===== config.mk =====
export PLATFORM = sky130hd
export DESIGN_NAME = vga_timing
export DESIGN_NICKNAME = d
export VERILOG_FILES = /design/src/rtl/vga_timing.sv
export SDC_FILE = /design/constraint.sdc
export NUM_CORES = 1
export LEC_CHECK = 0
export ABC_AREA = 1
export CORE_UTILIZATION = 35
export CTS_CLUSTER_SIZE = 24
export DETAILED_ROUTE_END_ITERATION = 10
export GPL_TIMING_DRIVEN = 0
export PLACE_DENSITY_LB_ADDON = 0.05
export SLEW_MARGIN = 20
export SYNTH_ARGS = -nofsm -noshare
export SYNTH_HDL_FRONTEND = slang
export SYNTH_SLANG_ARGS = --single-unit
export TNS_END_PERCENT = 10

===== constraint.sdc =====
create_clock -name clk -period 1.83 [get_ports clk]
set_clock_uncertainty 0.2 [all_clocks]
set_input_delay 0.366 -clock clk [delete_from_list [all_inputs] [get_ports clk]]
set_output_delay 0.366 -clock clk [all_outputs]
set_load 0.005 [all_outputs]

===== src/rtl/vga_timing.sv =====
// Raster timing generator for 640x480@60Hz VGA (800x525 total at a 25 MHz pixel clock).
// Free-running pixel/line counters with zero-latency decoded sync, display-enable and frame pulse.
module vga_timing #(
  parameter int   H_VISIBLE = 640,
  parameter int   H_FP      = 16,
  parameter int   H_SYNC    = 96,
  parameter int   H_BP      = 48,
  parameter int   V_VISIBLE = 480,
  parameter int   V_FP      = 10,
  parameter int   V_SYNC    = 2,
  parameter int   V_BP      = 33,
  parameter logic HS_POL    = 1'b0,
  parameter logic VS_POL    = 1'b0
) (
  input  logic        clk,
  input  logic        reset,
  output logic        o_hs,
  output logic        o_vs,
  output logic        o_frame,
  output logic [11:0] o_h,
  output logic [11:0] o_v,
  output logic        o_de
);

  localparam int H_TOTAL = H_VISIBLE + H_FP + H_SYNC + H_BP;
  localparam int V_TOTAL = V_VISIBLE + V_FP + V_SYNC + V_BP;

  localparam logic [11:0] H_LAST       = 12'(H_TOTAL - 1);
  localparam logic [11:0] V_LAST       = 12'(V_TOTAL - 1);
  localparam logic [11:0] H_VIS_END    = 12'(H_VISIBLE);
  localparam logic [11:0] V_VIS_END    = 12'(V_VISIBLE);
  localparam logic [11:0] H_SYNC_START = 12'(H_VISIBLE + H_FP);
  localparam logic [11:0] H_SYNC_END   = 12'(H_VISIBLE + H_FP + H_SYNC);
  localparam logic [11:0] V_SYNC_START = 12'(V_VISIBLE + V_FP);
  localparam logic [11:0] V_SYNC_END   = 12'(V_VISIBLE + V_FP + V_SYNC);

  logic [11:0] h_q, h_d;
  logic [11:0] v_q, v_d;

  // The line counter only advances when the pixel counter wraps, so both wrap together at frame end.
  always_comb begin
    h_d = h_q + 12'd1;
    v_d = v_q;
    if (h_q == H_LAST) begin
      h_d = 12'd0;
      if (v_q == V_LAST) begin
        v_d = 12'd0;
      end else begin
        v_d = v_q + 12'd1;
      end
    end
  end

  always_ff @(posedge clk) begin
    if (reset) begin
      h_q <= 12'd0;
      v_q <= 12'd0;
    end else begin
      h_q <= h_d;
      v_q <= v_d;
    end
  end

  assign o_h     = h_q;
  assign o_v     = v_q;
  assign o_de    = (h_q < H_VIS_END) && (v_q < V_VIS_END);
  assign o_hs    = ((h_q >= H_SYNC_START) && (h_q < H_SYNC_END)) ? HS_POL : ~HS_POL;
  assign o_vs    = ((v_q >= V_SYNC_START) && (v_q < V_SYNC_END)) ? VS_POL : ~VS_POL;
  assign o_frame = (h_q == 12'd0) && (v_q == 12'd0);

endmodule


# Word-level counts from Yosys, hierarchy flattened
# Cells that the tools add are included.
# W data, S select, Z words.
[classes]
add_sub_neg = 2
magnitude_cmp = 6
eq_ne = 2
n_mux = 3
n_reduce_logical = 7
[ops]
columns = ["operator", "count"]
rows = [
  ["$add A12 B1 Y12 const B", 2],
  ["$eq A12 B10 Y1 const B", 2],
  ["$logic_not A12 Y1", 2],
  ["$lt A12 B10 Y1 const B", 2],
  ["$lt A12 B9 Y1 const B", 2],
  ["$ge A12 B10 Y1 const B", 1],
  ["$ge A12 B9 Y1 const B", 1],
  ["$mux W12", 1],
  ["$logic_and A1 B1 Y1", 4],
  ["$mux W1", 2],
  ["$reduce_or A2 Y1", 1],
]
[word_totals]
ff_bits = 24
output_inout_bits = 28

# Longest topological paths before layout
[logic_depth]
word_depth = 3
mapped_depth = 9
depth_no_buf = 9

# Worst setup path before layout
# OpenSTA, ideal clock, no wires.
[synth_timing]
path_kind = "register to register"
startpoint = "reg h_q[0] (netlist: o_h[0])"
endpoint = "reg v_q[0] (netlist: o_v[0])"
setup_time_ps = 114
arrival_time_ps = 1301
required_time_ps = 1516
setup_slack_ps = 214
stages_incl_launch_ff = 9
path_buffers = 0
period_less_slack_ps = 1616
cell_sequence = "dfxtp_1 > ha_1 > nand3_4 > nor2_8 > nand2_4 > nand2_4 > nand2_2 > inv_2 > nor2_1"
[synth_via]
elab_chain_cells = 1
[synth_lines]
columns = ["item", "line", "rtl"]
rows = [
  ["start, declared", "37", "logic [11:0] h_q, h_d;"],
  ["start signal, assigned", "56", "h_q <= 12'd0;"],
  ["start signal, assigned", "59", "h_q <= h_d;"],
  ["$eq A12 B10 Y1", "44", "if (h_q == H_LAST) begin"],
  ["end signal, assigned", "60", "v_q <= v_d;"],
  ["end, declared", "38", "logic [11:0] v_q, v_d;"],
]
# Every way passes these cells.
# A chain may end at the register's enable or synchronous reset.

# Worst setup path in the final report
[layout_timing]
startpoint = "reg v_q[0] (netlist: o_v[0])"
endpoint = "out o_frame"
[layout_via]
elab_chain_cells = 2
[layout_lines]
columns = ["item", "line", "rtl"]
rows = [
  ["$logic_not A12 Y1", "69", "assign o_frame = (h_q == 12'd0) && (v_q == 12'd0);"],
  ["$logic_and A1 B1 Y1", "69", ""],
  ["end, declared", "19", "output logic o_frame,"],
]
# Every way passes these cells.

==> flow_summary_export.csv <==
group,metric,value,unit
final_layout,syn_to_final_growth,44.32,%
sta,max_freq,528.2,MHz
route,first_pass_iters,4,
floorplan,die-area,4416,um2
synthesis,synth-simple-area-share,0.4716,
sta,fin_ws,-63.25,ps
cts,clk_pin_slew,90,ps
placement,place_congestion,0.8291,
cts,cts_tree,"built",
cts,clockBufferDepth,2,
sta,slew_headroom,0.7276,
global_route,grt_pass1_wl,6.824,mm
synthesis,synth.cell_area,1454,um2
sta,finalSetupViolCount,2,
cts,ctsRootBufferMaster,"clkbuf_8",
critical_path,required,1260,ps
power_and_ir_drop,total_power,920.1,uW
critical_path,end_kind,"output pin",
route,drc,0,
sta,slew_viol_final,0,
critical_path,critPathKind,"reg -> out",
cts,cts.sinks,24,
floorplan,pin_count,30,
placement,hpwl,2.883,mm
sta,hold_violations,0,
synthesis,synth_warnings,0,
floorplan,die_w,66.45,um
cts,ctsHtreeMaxLevel,1,
global_route,grt_pass1_vias,1519,
synthesis,synth_compound_area_frac,0.03959,
final_layout,final_cell_mix,"nand2_1, nor2_1, inv_1",
synthesis,ys.flop_type,"dfxtp_1",
final_layout,fin_area,2098,um2
sta,period_needed,1893,ps
final_layout,post-route-util,0.5246,
route,viasPerCell,4.741,
hold_path,worst_hold_path_type,"reg -> reg",
floorplan,die_h,66.45,um
synthesis,yosysSeqAreaShare,0.3305,
power_and_ir_drop,p_per_area,438.5,nW/um2
critical_path,reg2reg_slack,90,ps
run,maxCapViolations,0,
final_layout,drive_gt1_frac,0.2846,
floorplan,core,4000,um2
sta,period_share,1.035,
route,wirelength,3.916,mm
synthesis,synth_cells,223,
power_and_ir_drop,total_leakage_power,0.0008876,uW
synthesis,synth_edf_count,0,
global_route,grt_overflow_total,0,
synthesis,postSynthRegisterBits,24,
critical_path,start_kind,"register",
sta,rsz0062_at_grt,"true",
route,ant_nets,0,
cts,insertion_delay,270,ps
run_status,failed_checks,"negative setup slack",
synthesis,syn-num-nets,229,
global_route,grt_max_degree,13,
final_layout,final_common_cell,"nand2_1",
placement,placed_area,1807,um2
route,vias,1503,
placement,port_buffers,29,
power_and_ir_drop,peakVddDrop,251.4,uV
route,wl_per_cell,12.35,um
floorplan,placementRows,23,
cts,cts_made_buffers,3,
critical_path,arrival,1330,ps
run_status,status,"complete, but fails checks",
sta,worst_pin_slew,405.5,ps
synthesis,avgSynthCellArea,6.520,um2
synthesis,synthArstFlopShare,0,
final_layout,nets,275,
critical_path,crit_path_max_fanout,2,
synthesis,synthDistinctLibCells,26,
synthesis,synth_top_family_by_area,"simple AND/OR/NAND/NOR gates",
synthesis,synth_xor_area_frac,0.03614,
route,drt_iter0_markers,45,
synthesis,synth_fa_ha_area_frac,0.03442,
global_route,grt_usage,0.2040,
floorplan,start_util,0.3635,
global_route,antenna_found_initial,0,
final_layout,num_antenna_cells,0,
synthesis,muxShareOfSynthArea,0,
-- worst max-delay path, stage by stage (launching register included) --
cell     delay, ps
dfxtp_4        370
inv_4           60
ha_4           130
nand2_2         50
nor3_2          90
nand4_1         90
nor2_1         140
buf_2          130
-- sequential cells by signal, summed over array words and instances, names as in the netlist --
signal and count:
o_v 12, o_h 12
-- power by group --
part	internal, uW	switching (uW)
combinational	39.4	39.1
clock	147	170
sequential	517	6.91
-- routing by layer --
layer,vias up,global-route usage,share of wire
met3,6,0.02911,0.027
li1,792,-,-
met2,25,0.3571,0.48
met1,680,0.2541,0.48
met5,-,0,0
met4,0,0.06649,0.018
-- synth_stat cells (2+ instances only) --
| library cell | n | share of area |
|---|---|---|
| nor2_2 | 3 | 0.013 |
| nand4_1 | 8 | 0.034 |
| nor2_4 | 2 | 0.015 |
| nand2_2 | 2 | 0.0086 |
| dfxtp_1 | 24 | 0.33 |
| o21ai_1 | 3 | 0.010 |
| xor2_1 | 5 | 0.030 |
| nor2_1 | 44 | 0.11 |
| nand2_4 | 2 | 0.015 |
| nand2_1 | 54 | 0.14 |
| nor4_1 | 2 | 0.0086 |
| a21oi_1 | 6 | 0.021 |
| inv_1 | 30 | 0.077 |
| nand3_1 | 19 | 0.065 |
| nor3_1 | 5 | 0.017 |
| ha_1 | 4 | 0.034 |
-- cell families after synthesis --
kind of cell	count (synthesis)
DFF	24
adders and majority gates	4
and+or+nand+nor	146
xor gates and xnor gates	6
buffers and inverters	32
AOI/OAI and AO/OA	11
-- metrics by stage --
step                std cells  setup TNS (ps)  hold WS [ps]  setup slack (ps)
detailed placement        302          -972.5         268.1            -330.0
CTS                       316          -222.3         309.1            -81.13
finish                    317          -97.99         309.7            -63.25
floorplan                 223               0         237.5             214.4
global placement          302          -899.7         266.3            -358.4
global route              317          -398.7         356.2            -142.8
-- area by class of cell --
class | instances | area, um2
plain buffers | 1 | 11.26
clock buffers | 3 | 41.29
fillers | 416 | 1902
inverters | 31 | 123.9
multi-input cells | 167 | 952.2
flip-flops and latches | 24 | 530.5
well taps | 50 | 62.56
repair buffers | 41 | 376.6
-- path summary, 6_finish.rpt --
| check | startpoint | to | depth (start not counted) |
|---|---|---|---|
| min reg2reg | o_h[11]$_SDFF_PP0_ | o_h[11]$_SDFF_PP0_ | 2 |
| max | o_v[0]$_SDFFE_PP0N_ | o_frame | 7 |
| max reg2reg | o_h[0]$_SDFF_PP0_ | o_h[6]$_SDFF_PP0_ | 8 |
| min | o_h[11]$_SDFF_PP0_ | o_h[11]$_SDFF_PP0_ | 2 |
-- timing repair --
action / 4_1_cts / 5_1_grt
endpoints found under the setup margin: 14 / 18
setup buffers: 11 / 1
resized for setup: 62 / 20
hold buffers: 0 / 0
pin swaps: 11 / 10
Note: power is estimated with default switching activity, not from simulation.
